**config.mk**
```make
export PLATFORM = sky130hd
export DESIGN_NAME = serial_parity_rx
export DESIGN_NICKNAME = d
export VERILOG_FILES = /design/src/rtl/serial_rx_pkg.sv /design/src/rtl/serial_parity_rx_parity_acc.sv /design/src/rtl/serial_parity_rx.sv
export SDC_FILE = /design/constraint.sdc
export NUM_CORES = 1
export LEC_CHECK = 0
export BUFFER_PORTS_ARGS = -buffer_cell sky130_fd_sc_hd__clkbuf_2
export CORE_MARGIN = 1.5
export CORE_UTILIZATION = 50
export CTS_CLUSTER_DIAMETER = 30
export DETAILED_ROUTE_END_ITERATION = 10
export GPL_TIMING_DRIVEN = 0
export MAX_ROUTING_LAYER = met4
export PLACE_DENSITY = 0.78
export SYNTH_ARGS = -nofsm -noshare
export SYNTH_HDL_FRONTEND = slang
export SYNTH_SLANG_ARGS = --single-unit
```
**constraint.sdc**
```tcl
create_clock -name clk -period 5.8 [get_ports clk]
set_clock_uncertainty 0.2 [all_clocks]
set_input_delay 0.87 -clock clk [delete_from_list [all_inputs] [get_ports clk]]
set_output_delay 0.87 -clock clk [all_outputs]
set_load 0.02 [all_outputs]
```
**src/rtl/serial_rx_pkg.sv**
```systemverilog
// Shared definitions for the serial parity receiver.
//   rx_state_t  : receiver FSM states
//   bcnt_width  : width of the data-bit counter for a given word width
package serial_rx_pkg;

  typedef enum logic [2:0] {
    IDLE   = 3'd0,
    DATA   = 3'd1,
    PARITY = 3'd2,
    STOP   = 3'd3,
    DONE   = 3'd4
  } rx_state_t;

  function automatic int bcnt_width(input int data_w);
    return $clog2(data_w + 1);
  endfunction

endpackage

```
**src/rtl/serial_parity_rx_parity_acc.sv**
```systemverilog
// parity_acc: running XOR accumulator, the receive-side twin of the serial
// parity generator.
//   clk, rst_n : clock, asynchronous active-low reset (clears parity to 0)
//   i_init     : load INIT_VAL (seed for even/odd parity); wins over i_en
//   i_en       : fold i_bit into the running parity
//   i_bit      : serial data bit
//   o_parity   : current accumulated parity
module parity_acc #(
  parameter int INIT_VAL = 0
) (
  input  logic clk,
  input  logic rst_n,
  input  logic i_init,
  input  logic i_en,
  input  logic i_bit,
  output logic o_parity
);

  logic r_parity;

  always_ff @(posedge clk or negedge rst_n) begin
    if (!rst_n) begin
      r_parity <= 1'b0;
    end else if (i_init) begin
      r_parity <= (INIT_VAL != 0);
    end else if (i_en) begin
      r_parity <= r_parity ^ i_bit;
    end
  end

  assign o_parity = r_parity;

endmodule

```
**src/rtl/serial_parity_rx.sv**
```systemverilog
// serial_parity_rx: deframes start / DATA_W data bits (LSB first) / parity /
// stop into parallel words, flags parity and framing errors and counts
// errored frames in a saturating counter.
//   clk, rst_n     : clock, asynchronous active-low reset
//   i_sin          : serial line, idle high
//   i_bit_en       : sample strobe; the line is consumed only when high
//   i_clr_cnt      : synchronous clear of o_err_count (beats an increment)
//   o_data_out     : last received word (held until the next frame)
//   o_data_valid   : one-cycle pulse per completed frame
//   o_parity_err   : parity mismatch for the frame flagged by o_data_valid
//   o_frame_err    : stop bit was 0 for the frame flagged by o_data_valid
//   o_busy         : receiver is not in IDLE
//   o_err_count    : number of errored frames, saturating
//   o_dbg_state    : current FSM state (rx_state_t encoding)
//
// Output protocol: there is no back-pressure. o_data_valid is high for
// exactly one clock per frame; o_data_out/o_parity_err/o_frame_err are
// valid in that clock and hold their value until the next pulse.
module serial_parity_rx
  import serial_rx_pkg::*;
#(
  parameter int DATA_W     = 8,
  parameter int ODD_PARITY = 0,
  parameter int CNT_W      = 8
) (
  input  logic              clk,
  input  logic              rst_n,
  input  logic              i_sin,
  input  logic              i_bit_en,
  input  logic              i_clr_cnt,
  output logic [DATA_W-1:0] o_data_out,
  output logic              o_data_valid,
  output logic              o_parity_err,
  output logic              o_frame_err,
  output logic              o_busy,
  output logic [CNT_W-1:0]  o_err_count,
  output logic [2:0]        o_dbg_state
);

  localparam int BCNT_W = bcnt_width(DATA_W);
  localparam logic [BCNT_W-1:0] LAST_BIT = BCNT_W'(DATA_W - 1);

  rx_state_t          r_state;
  logic [DATA_W-1:0]  r_shift;
  logic [BCNT_W-1:0]  r_bcnt;
  logic               r_perr;
  logic               r_ferr;
  logic [CNT_W-1:0]   r_err_count;
  logic               w_parity;
  logic               w_acc_init;
  logic               w_acc_en;

  // Seed the accumulator on the start bit so that a correct frame leaves
  // running parity XOR received parity bit equal to 0.
  assign w_acc_init = i_bit_en && (r_state == IDLE) && !i_sin;
  assign w_acc_en   = i_bit_en && (r_state == DATA);

  parity_acc #(
    .INIT_VAL (ODD_PARITY)
  ) u_parity_acc (
    .clk      (clk),
    .rst_n    (rst_n),
    .i_init   (w_acc_init),
    .i_en     (w_acc_en),
    .i_bit    (i_sin),
    .o_parity (w_parity)
  );

  always_ff @(posedge clk or negedge rst_n) begin
    if (!rst_n) begin
      r_state      <= IDLE;
      r_shift      <= '0;
      r_bcnt       <= '0;
      r_perr       <= 1'b0;
      r_ferr       <= 1'b0;
      r_err_count  <= '0;
      o_data_out   <= '0;
      o_data_valid <= 1'b0;
      o_parity_err <= 1'b0;
      o_frame_err  <= 1'b0;
    end else begin
      o_data_valid <= 1'b0;
      if (i_clr_cnt) begin
        r_err_count <= '0;
      end
      case (r_state)
        IDLE: begin
          if (i_bit_en && !i_sin) begin
            r_state <= DATA;
            r_bcnt  <= '0;
          end
        end
        DATA: begin
          if (i_bit_en) begin
            // LSB arrives first, so shifting in at the MSB lands it at bit 0.
            r_shift <= {i_sin, r_shift[DATA_W-1:1]};
            r_bcnt  <= r_bcnt + 1'b1;
            if (r_bcnt == LAST_BIT) begin
              r_state <= PARITY;
            end
          end
        end
        PARITY: begin
          if (i_bit_en) begin
            r_perr  <= w_parity ^ i_sin;
            r_state <= STOP;
          end
        end
        STOP: begin
          if (i_bit_en) begin
            r_ferr  <= ~i_sin;
            r_state <= DONE;
          end
        end
        DONE: begin
          // Output cycle: runs regardless of i_bit_en; a start bit seen
          // here is dropped because the FSM is not yet back in IDLE.
          o_data_out   <= r_shift;
          o_parity_err <= r_perr;
          o_frame_err  <= r_ferr;
          o_data_valid <= 1'b1;
          r_state      <= IDLE;
          if (!i_clr_cnt && (r_perr || r_ferr) && (r_err_count != {CNT_W{1'b1}})) begin
            r_err_count <= r_err_count + 1'b1;
          end
        end
        default: r_state <= IDLE;
      endcase
    end
  end

  assign o_busy      = (r_state != IDLE);
  assign o_err_count = r_err_count;
  assign o_dbg_state = r_state;

endmodule

```
==> impl_table.tex, run 1 <==
\begin{tabular}{lr}
\hline
Metric & Value \\
\hline
\multicolumn{2}{l}{\textbf{CTS}} \\
CTS Hold Buffers Added & 0 \\
Gates resized, CTS repair & 0 \\
Buffer count from post-CTS setup fixing & 0 \\
Clock edge transition at the registers on the reported setup and hold paths & 0.11 ns \\
CTS tree & yes \\
Count of clock tree sinks & 37 \\
Number of buffers created by CTS & 5 \\
Latest clock arrival within the worst-skew pair & about 0.34 ns \\
H-tree depth & 2 \\
Maximum number of buffers from clock root to sink & 2 \\
Root buffer cell & sky130\_fd\_sc\_hd\_\_clkbuf\_4 \\
\multicolumn{2}{l}{\textbf{Setup path}} \\
Class of the most critical setup path & reg -> out \\
Worst EP required & about 4.7 ns \\
Slowest cell delay on critical path & about 0.49 ns \\
Critical-path cell list & or3\_1 -> clkbuf\_2 \\
Data arrival at the endpoint of the critical path & around 1.4 ns \\
CP delay by family, top & flip-flops \\
Buf/Inv on CP & 1 \\
Highest fanout seen on the critical path & 9 \\
Kind of end point of the critical path & output port \\
CP startpoint kind & register \\
Cell at the slowest stage of the critical path & sky130\_fd\_sc\_hd\_\_dfrtp\_1 \\
\multicolumn{2}{l}{\textbf{Placement}} \\
Final HPWL DP & 2040 um \\
Placement Cell Area & 1800 um2 \\
Post-Place Worst Slack & roughly 3.3 ns \\
Final weighted congestion in routability-driven placement & $\sim$0.82 \\
Port bufs & 26 \\
\multicolumn{2}{l}{\textbf{Power and ir drop}} \\
Share of total power in sequential cells & 0.537 \\
Switching fraction of total power & 0.342 \\
Maximum VDD drop & about 0.22 mV \\
Power per Cell Area & about 380 nW/um2 \\
Clock network fraction of total power & 0.211 \\
Lkg Pwr & 0.000919 uW \\
Combinational share of power & 0.252 \\
Reported net switching power & roughly 250 uW \\
Post-route total power & just over 700 uW \\
Cell internal power dissipation & 471 uW \\
\multicolumn{2}{l}{\textbf{Flow run}} \\
\# Max-Cap Violations & 0 \\
\multicolumn{2}{l}{\textbf{Logic synthesis}} \\
Most used flip-flop cell after synthesis & sky130\_fd\_sc\_hd\_\_dfrtp\_1 \\
Fraction of synthesized cell area taken by the top area cell type & 0.574 \\
Number of distinct library cells after synthesis & 27 \\
Netlist area before placement & 1610 um2 \\
Cells after Synth & 151 \\
Post-synthesis average cell area & 10.7 um2 \\
Proportion of synthesized chip area in sequential cells & 0.574 \\
Count of synthesis-stage warnings from yosys & 0 \\
Number of enable flip-flop cells after synthesis & 0 \\
Dominant cells by area after synthesis & sky130\_fd\_sc\_hd\_\_dfrtp\_1 57\%, sky130\_fd\_sc\_hd\_\_nand2\_1 7.7\%, sky130\_fd\_sc\_hd\_\_mux2\_2 7.7\% \\
Synth Register Bits & 37 \\
Cell taking the most area after synthesis & sky130\_fd\_sc\_hd\_\_dfrtp\_1 \\
Mapped Nets & approximately 160 \\
Share of flip-flops with an asynchronous set or reset after synthesis & 1.00 \\
\multicolumn{2}{l}{\textbf{Drt}} \\
Routed wirelength normalized by instance count & $\sim$13 um \\
Starting DRC count in detailed routing & 51 \\
Number of routed nets with antenna violations & 0 \\
Via total after detailed routing & $\sim$1,200 \\
Vias per inst & 5.35 \\
Detailed Routing Iterations Pass 1 & 4 \\
Drt total wl & $\sim$3000 um \\
DRC violation count after routing & 0 \\
\multicolumn{2}{l}{\textbf{Global route}} \\
Grt met3 use & 0.0519 \\
Met2 global-route usage & 0.326 \\
Maximum number of pins on one net before global-route repair & 38 \\
First-pass GRT wire length & just over 5000 um \\
Met1 GRT Util & 0.235 \\
GRT Total Usage & 0.204 \\
Leftover overflow at the end of global routing & 0 \\
GRT Max-Usage Layer & met2 \\
Antenna violations before repair & 0 \\
Via count of the first global-routing pass & 1,181 \\
\multicolumn{2}{l}{\textbf{Min path}} \\
Worst min-delay path class & reg -> reg \\
\multicolumn{2}{l}{\textbf{STA}} \\
Setup Viol. Count Final & 0 \\
Fin. max-slew vios & 0 \\
Highest attainable clock frequency & 411 MHz \\
Slew HR & 0.405 \\
Setup slack of the critical path after layout & 3.36 ns \\
Hold Vio Cnt, Final & 0 \\
Setup TNS Final & 0 ns \\
Post-route fraction of the period consumed by the critical path & 0.420 \\
Slew at the pin closest to its max-slew limit & slightly below 0.9 ns \\
Unrepaired setup endpoints after global routing & false \\
Final worst path period need & 2.44 ns \\
\multicolumn{2}{l}{\textbf{Die}} \\
Total die area & 3580 um2 \\
Die H & 59.8 um \\
Std cell rows & 20 \\
Width of the die & 59.8 um \\
I/O pin total & 28 \\
Starting density of the core & 0.528 \\
Core ar. & 3050 um2 \\
\multicolumn{2}{l}{\textbf{Final layout}} \\
Final instance area & around 1900 um2 \\
Ratio of cells with drive above 1 in the final layout & 0.254 \\
Final net count & 191 \\
Diodes inserted & 0 \\
Area growth, synth to finish & 15.8\% \\
\multicolumn{2}{l}{\textbf{Status}} \\
Status & finished clean \\
\hline
\end{tabular}
-- worst min-delay path: cells and delay by family (launching register included) --
family           cells  cell delay (ns)
flip-flops           1             0.35
AND/OR/NAND/NOR      2             0.10
-- power groups by stage --
stage               sequential [uW]  combinational, uW  clock [uW]
floorplan                       402                105           0
global placement                383                177           0
detailed placement              389                182           0
CTS                             384                184         157
global route                    394                209         167
finish                          384                181         151
-- routing by layer --
layer,share of wire,routed length [um]
met5,0,0
met3,0.046,139
met1,0.43,1300
met4,0.023,70
met2,0.50,1510
-- placed cells by master, fill, tap and decap left out, drive strengths merged, types with 4 or more instances in the layout --
| master | n |
|---|---|
| nor2 | 8 |
| dfrtp | 37 |
| clkbuf | 37 |
| nand2 | 33 |
| nor3 | 7 |
| o21ai | 5 |
| mux2i | 4 |
| a21oi | 5 |
| mux2 | 11 |
| nand2b | 7 |
-- metrics by stage --
stage	hold WS [ns]	utilization	std cells
2_1_floorplan	0.240	-	151
3_3_place_gp	0.268	0.589	221
3_5_place_dp	0.257	0.589	221
4_1_cts	0.284	0.612	229
5_1_grt	0.326	0.612	229
6_report	0.279	0.612	229
-- final cells by class --
| type | count | area [um2] |
|---|---|---|
| Buffer | 5 | 20.0 |
| Clock buffer | 7 | 65.1 |
| Clock inverter | 1 | 5.00 |
| Fill cell | 290 | 1180 |
| Inverter | 2 | 7.51 |
| Multi-Input combinational cell | 107 | 659 |
| Sequential cell | 37 | 926 |
| Tap cell | 44 | 55.1 |
| Timing Repair Buffer | 26 | 130 |
-- kinds of logic (layout without fill, tap and decap cells) --
kind of cell    after synthesis  in the layout  synth area share
buf+inv                       7             41            0.0171
mux                          15             15             0.102
compound gates               10             10            0.0310
simple gates                 76             76             0.239
xor+xnor                      4              4            0.0217
flops                        37             37             0.574
fa+ha+maj                     2              2            0.0155
-- registers in the layout, indices dropped and copies added, names as in the netlist --
register	cells
o_data_valid	1
o_data_out	8
o_frame_err	1
o_err_count	8
r_ferr	1
o_dbg_state	3
r_bcnt	4
u_parity_acc.o_parity	1
r_shift	8
o_parity_err	1
r_perr	1
-- final timing paths --
check / startpoint / to / slack [ns] / depth (start not counted)
min in group asynchronous: rst_n / o_err_count[1]$_DFF_PN0_ / 0.43 / 1
hold / removal: r_shift[0]$_DFFE_PN0P_ / r_shift[0]$_DFFE_PN0P_ / 0.28 / 2
setup / recovery: o_dbg_state[1]$_DFFE_PN0P_ / o_busy / 3.36 / 2
setup reg to reg: o_dbg_state[2]$_DFFE_PN0P_ / o_err_count[7]$_DFF_PN0_ / 3.58 / 5
hold reg to reg: r_shift[0]$_DFFE_PN0P_ / r_shift[0]$_DFFE_PN0P_ / 0.28 / 2
max in group asynchronous: rst_n / r_shift[6]$_DFFE_PN0P_ / 4.40 / 1
-- cells in the mapped netlist, types with 2 or more instances --
cell type	number
sky130_fd_sc_hd__mux2_2	11
sky130_fd_sc_hd__nand3b_1	2
sky130_fd_sc_hd__clkbuf_1	4
sky130_fd_sc_hd__or3_1	3
sky130_fd_sc_hd__xor2_1	3
sky130_fd_sc_hd__ha_1	2
sky130_fd_sc_hd__a21oi_1	5
sky130_fd_sc_hd__dfrtp_1	37
sky130_fd_sc_hd__nor3_1	7
sky130_fd_sc_hd__nand2_1	33
sky130_fd_sc_hd__nor4b_1	2
sky130_fd_sc_hd__nand2b_1	7
sky130_fd_sc_hd__nand4_1	2
sky130_fd_sc_hd__o21ai_0	5
sky130_fd_sc_hd__or4_1	2
sky130_fd_sc_hd__inv_1	2
sky130_fd_sc_hd__nor4_1	3
sky130_fd_sc_hd__mux2i_1	4
sky130_fd_sc_hd__nand3_1	2
sky130_fd_sc_hd__nor2_1	8
(Power assumes the default switching activity.)
==> run 2, diff against run 1 <==
- CORE_UTILIZATION: 50 -> 49
- PLACE_DENSITY: 0.78 -> 0.8
- clock period: 5.8 -> 2.2 ns (I/O delays scaled with it)
==> impl_table.tex, run 2 (synthesized netlist as in run 1, its figures left out) <==
\begin{tabular}{lr}
\hline
Metric & Value \\
\hline
\multicolumn{2}{l}{\textbf{Global route}} \\
Met2 global-route usage & 0.349 \\
Maximum number of pins on one net before global-route repair & 38 \\
Leftover overflow at the end of global routing & 0 \\
Via count of the first global-routing pass & between 1,000 and 1,500 \\
Met1 GRT Util & 0.242 \\
Antenna violations before repair & 0 \\
GRT Total Usage & 0.211 \\
GRT Max-Usage Layer & met2 \\
Grt met3 use & 0.0469 \\
First-pass GRT wire length & $\sim$5500 um \\
\multicolumn{2}{l}{\textbf{Setup path}} \\
Worst-case reg-to-reg path depth & 5 \\
Highest fanout seen on the critical path & 9 \\
Class of the most critical setup path & reg -> reg \\
Slowest cell delay on critical path & approximately 0.5 ns \\
CP endpoint & o\_err\_count[6]\$\_DFF\_PN0\_ \\
Source of the critical timing path & o\_dbg\_state[1]\$\_DFFE\_PN0P\_ \\
FF-to-FF setup slack & 0.08 ns \\
Start of the worst register-to-register path & o\_dbg\_state[1]\$\_DFFE\_PN0P\_ \\
Reg2Reg Capture Point & o\_err\_count[6]\$\_DFF\_PN0\_ \\
Worst EP required & 2.28 ns \\
Kind of end point of the critical path & register \\
Critical-path cell list & nor3b\_4 -> or3b\_1 -> buf\_4 -> or4\_1 -> o21ai\_1 \\
CP startpoint kind & register \\
Data arrival at the endpoint of the critical path & 2.20 ns \\
Cell at the slowest stage of the critical path & sky130\_fd\_sc\_hd\_\_or4\_1 \\
\multicolumn{2}{l}{\textbf{Drt}} \\
Starting DRC count in detailed routing & 72 \\
Detailed Routing Iterations Pass 1 & 4 \\
Via total after detailed routing & 1,250 \\
Routed wirelength normalized by instance count & 13.1 um \\
Number of routed nets with antenna violations & 0 \\
Vias per inst & 5.25 \\
DRC violation count after routing & 0 \\
Drt total wl & 3120 um \\
\multicolumn{2}{l}{\textbf{STA}} \\
Final worst path period need & around 2.1 ns \\
Setup slack of the critical path after layout & 0.0765 ns \\
Setup Viol. Count Final & 0 \\
Post-route fraction of the period consumed by the critical path & 0.965 \\
Hold Vio Cnt, Final & 0 \\
Slew HR & 0.402 \\
Slew at the pin closest to its max-slew limit & between 0.8 and 0.9 ns \\
Minimum hold slack & approximately 0.066 ns \\
Highest attainable clock frequency & 471 MHz \\
Unrepaired setup endpoints after global routing & true \\
Fin. max-slew vios & 0 \\
\multicolumn{2}{l}{\textbf{Placement}} \\
Final weighted congestion in routability-driven placement & between 0.8 and 0.9 \\
Final HPWL DP & 2130 um \\
Post-Place Worst Slack & 0.0186 ns \\
Placed insts & roughly 220 \\
Port bufs & 26 \\
\multicolumn{2}{l}{\textbf{Power and ir drop}} \\
Lkg Pwr & 0.000952 uW \\
Power per Cell Area & 974 nW/um2 \\
Maximum VDD drop & 0.645 mV \\
\multicolumn{2}{l}{\textbf{Final layout}} \\
Area growth, synth to finish & 20.4\% \\
Diodes inserted & 0 \\
Leading cell types in the layout, fill and taps excluded & 34 x sky130\_fd\_sc\_hd\_\_dfrtp\_1, 33 x sky130\_fd\_sc\_hd\_\_nand2\_1, 26 x sky130\_fd\_sc\_hd\_\_clkbuf\_2, 11 x sky130\_fd\_sc\_hd\_\_mux2\_2, 9 x sky130\_fd\_sc\_hd\_\_buf\_4 \\
Non-filler cells, final & 238 \\
Ratio of cells with drive above 1 in the final layout & 0.304 \\
Finished Core Util & 0.631 \\
Most common cell after layout, fill and taps aside & sky130\_fd\_sc\_hd\_\_dfrtp\_1 \\
Final net count & 200 \\
\multicolumn{2}{l}{\textbf{Flow run}} \\
\# Max-Cap Violations & 0 \\
\multicolumn{2}{l}{\textbf{CTS}} \\
Count of clock tree sinks & 37 \\
Clock edge transition at the registers on the reported setup and hold paths & between 0.1 and 0.15 ns \\
CTS tree & yes \\
Maximum number of buffers from clock root to sink & 2 \\
H-tree depth & 2 \\
Latest clock arrival within the worst-skew pair & approximately 0.35 ns \\
Root buffer cell & sky130\_fd\_sc\_hd\_\_clkbuf\_4 \\
Number of buffers created by CTS & 5 \\
\multicolumn{2}{l}{\textbf{Die}} \\
Std cell rows & 20 \\
I/O pin total & 28 \\
Width of the die & just over 60 um \\
Die H & roughly 60 um \\
Total die area & 3640 um2 \\
Core ar. & slightly above 3000 um2 \\
Starting density of the core & 0.524 \\
\multicolumn{2}{l}{\textbf{Min path}} \\
Worst min-delay path class & in -> reg \\
\multicolumn{2}{l}{\textbf{Status}} \\
Status & finished clean \\
\hline
\end{tabular}
[run 2: cell types whose count changed in the layout (fill, tap and decap cells not counted), sizes merged]
cell / before / now
clkinvlp: 0 / 1
clkinv: 1 / 2
buf: 1 / 9
clkbuf: 37 / 35
dlygate4sd3: 0 / 1
[run 2: power breakdown]
group          switching [uW]  internal, uW  total [uW]
clock                     229           120         349
sequential                139           866        1000
combinational             310           227         537
[run 2: repair_timing]
action / in CTS / in global routing
hold buffers: 1 / 0
resized for setup: 0 / 8
hold endpoints to repair: 37 / 0
setup buffers: 0 / 8
setup endpoints to repair: 3 / 6
pin swaps: 1 / 1
gates cloned: 0 / 0
[run 2: cell type report]
| cell class | count | area [um2] |
|---|---|---|
| timing repair buffer | 35 | 200 |
| fill | 259 | 1140 |
| tap | 44 | 55.1 |
| multi-input combinational | 107 | 672 |
| sequential | 37 | 930 |
| clock buffer | 5 | 37.5 |
| buffer | 5 | 22.5 |
| inverter | 2 | 7.51 |
| clock inverter | 3 | 17.5 |
[run 2: stage by stage]
step	area [um2]	total power [uW]	TNS, ns
final	1940	1890	0
after detailed placement	1800	1510	0
after global placement	1800	1470	0
after CTS	1860	1860	-0.0100
after global routing	1940	2040	-0.0431
after floorplan	1610	1340	0
[run 2: how the worst min path moves through the flow]
stage	from	endpoint	slack, ns	cells after the start
finish	i_sin	r_ferr$_DFFE_PN0P_	0.07	2
global route	i_sin	r_ferr$_DFFE_PN0P_	0.10	2
CTS	i_sin	r_ferr$_DFFE_PN0P_	0.03	2
detailed placement	r_shift[7]$_DFFE_PN0P_	r_shift[6]$_DFFE_PN0P_	0.29	2
global placement	r_shift[0]$_DFFE_PN0P_	r_shift[0]$_DFFE_PN0P_	0.27	2
floorplan	rst_n	o_data_out[0]$_DFFE_PN0P_	-0.17	0
[run 2: critical path: cells and delay by family (launching register included)]
family / cells / cell delay, ns
compound gates: 1 / 0.10
buf+inv: 1 / 0.17
flops: 1 / 0.47
simple gates: 3 / 1.11
[run 2: routing by layer]
| metal | vias up | wire, um |
|---|---|---|
| li1 | 602 | - |
| met1 | 615 | 1380 |
| met2 | 26 | 1560 |
| met3 | 7 | 116 |
| met4 | 0 | 64 |
| met5 | - | 0 |
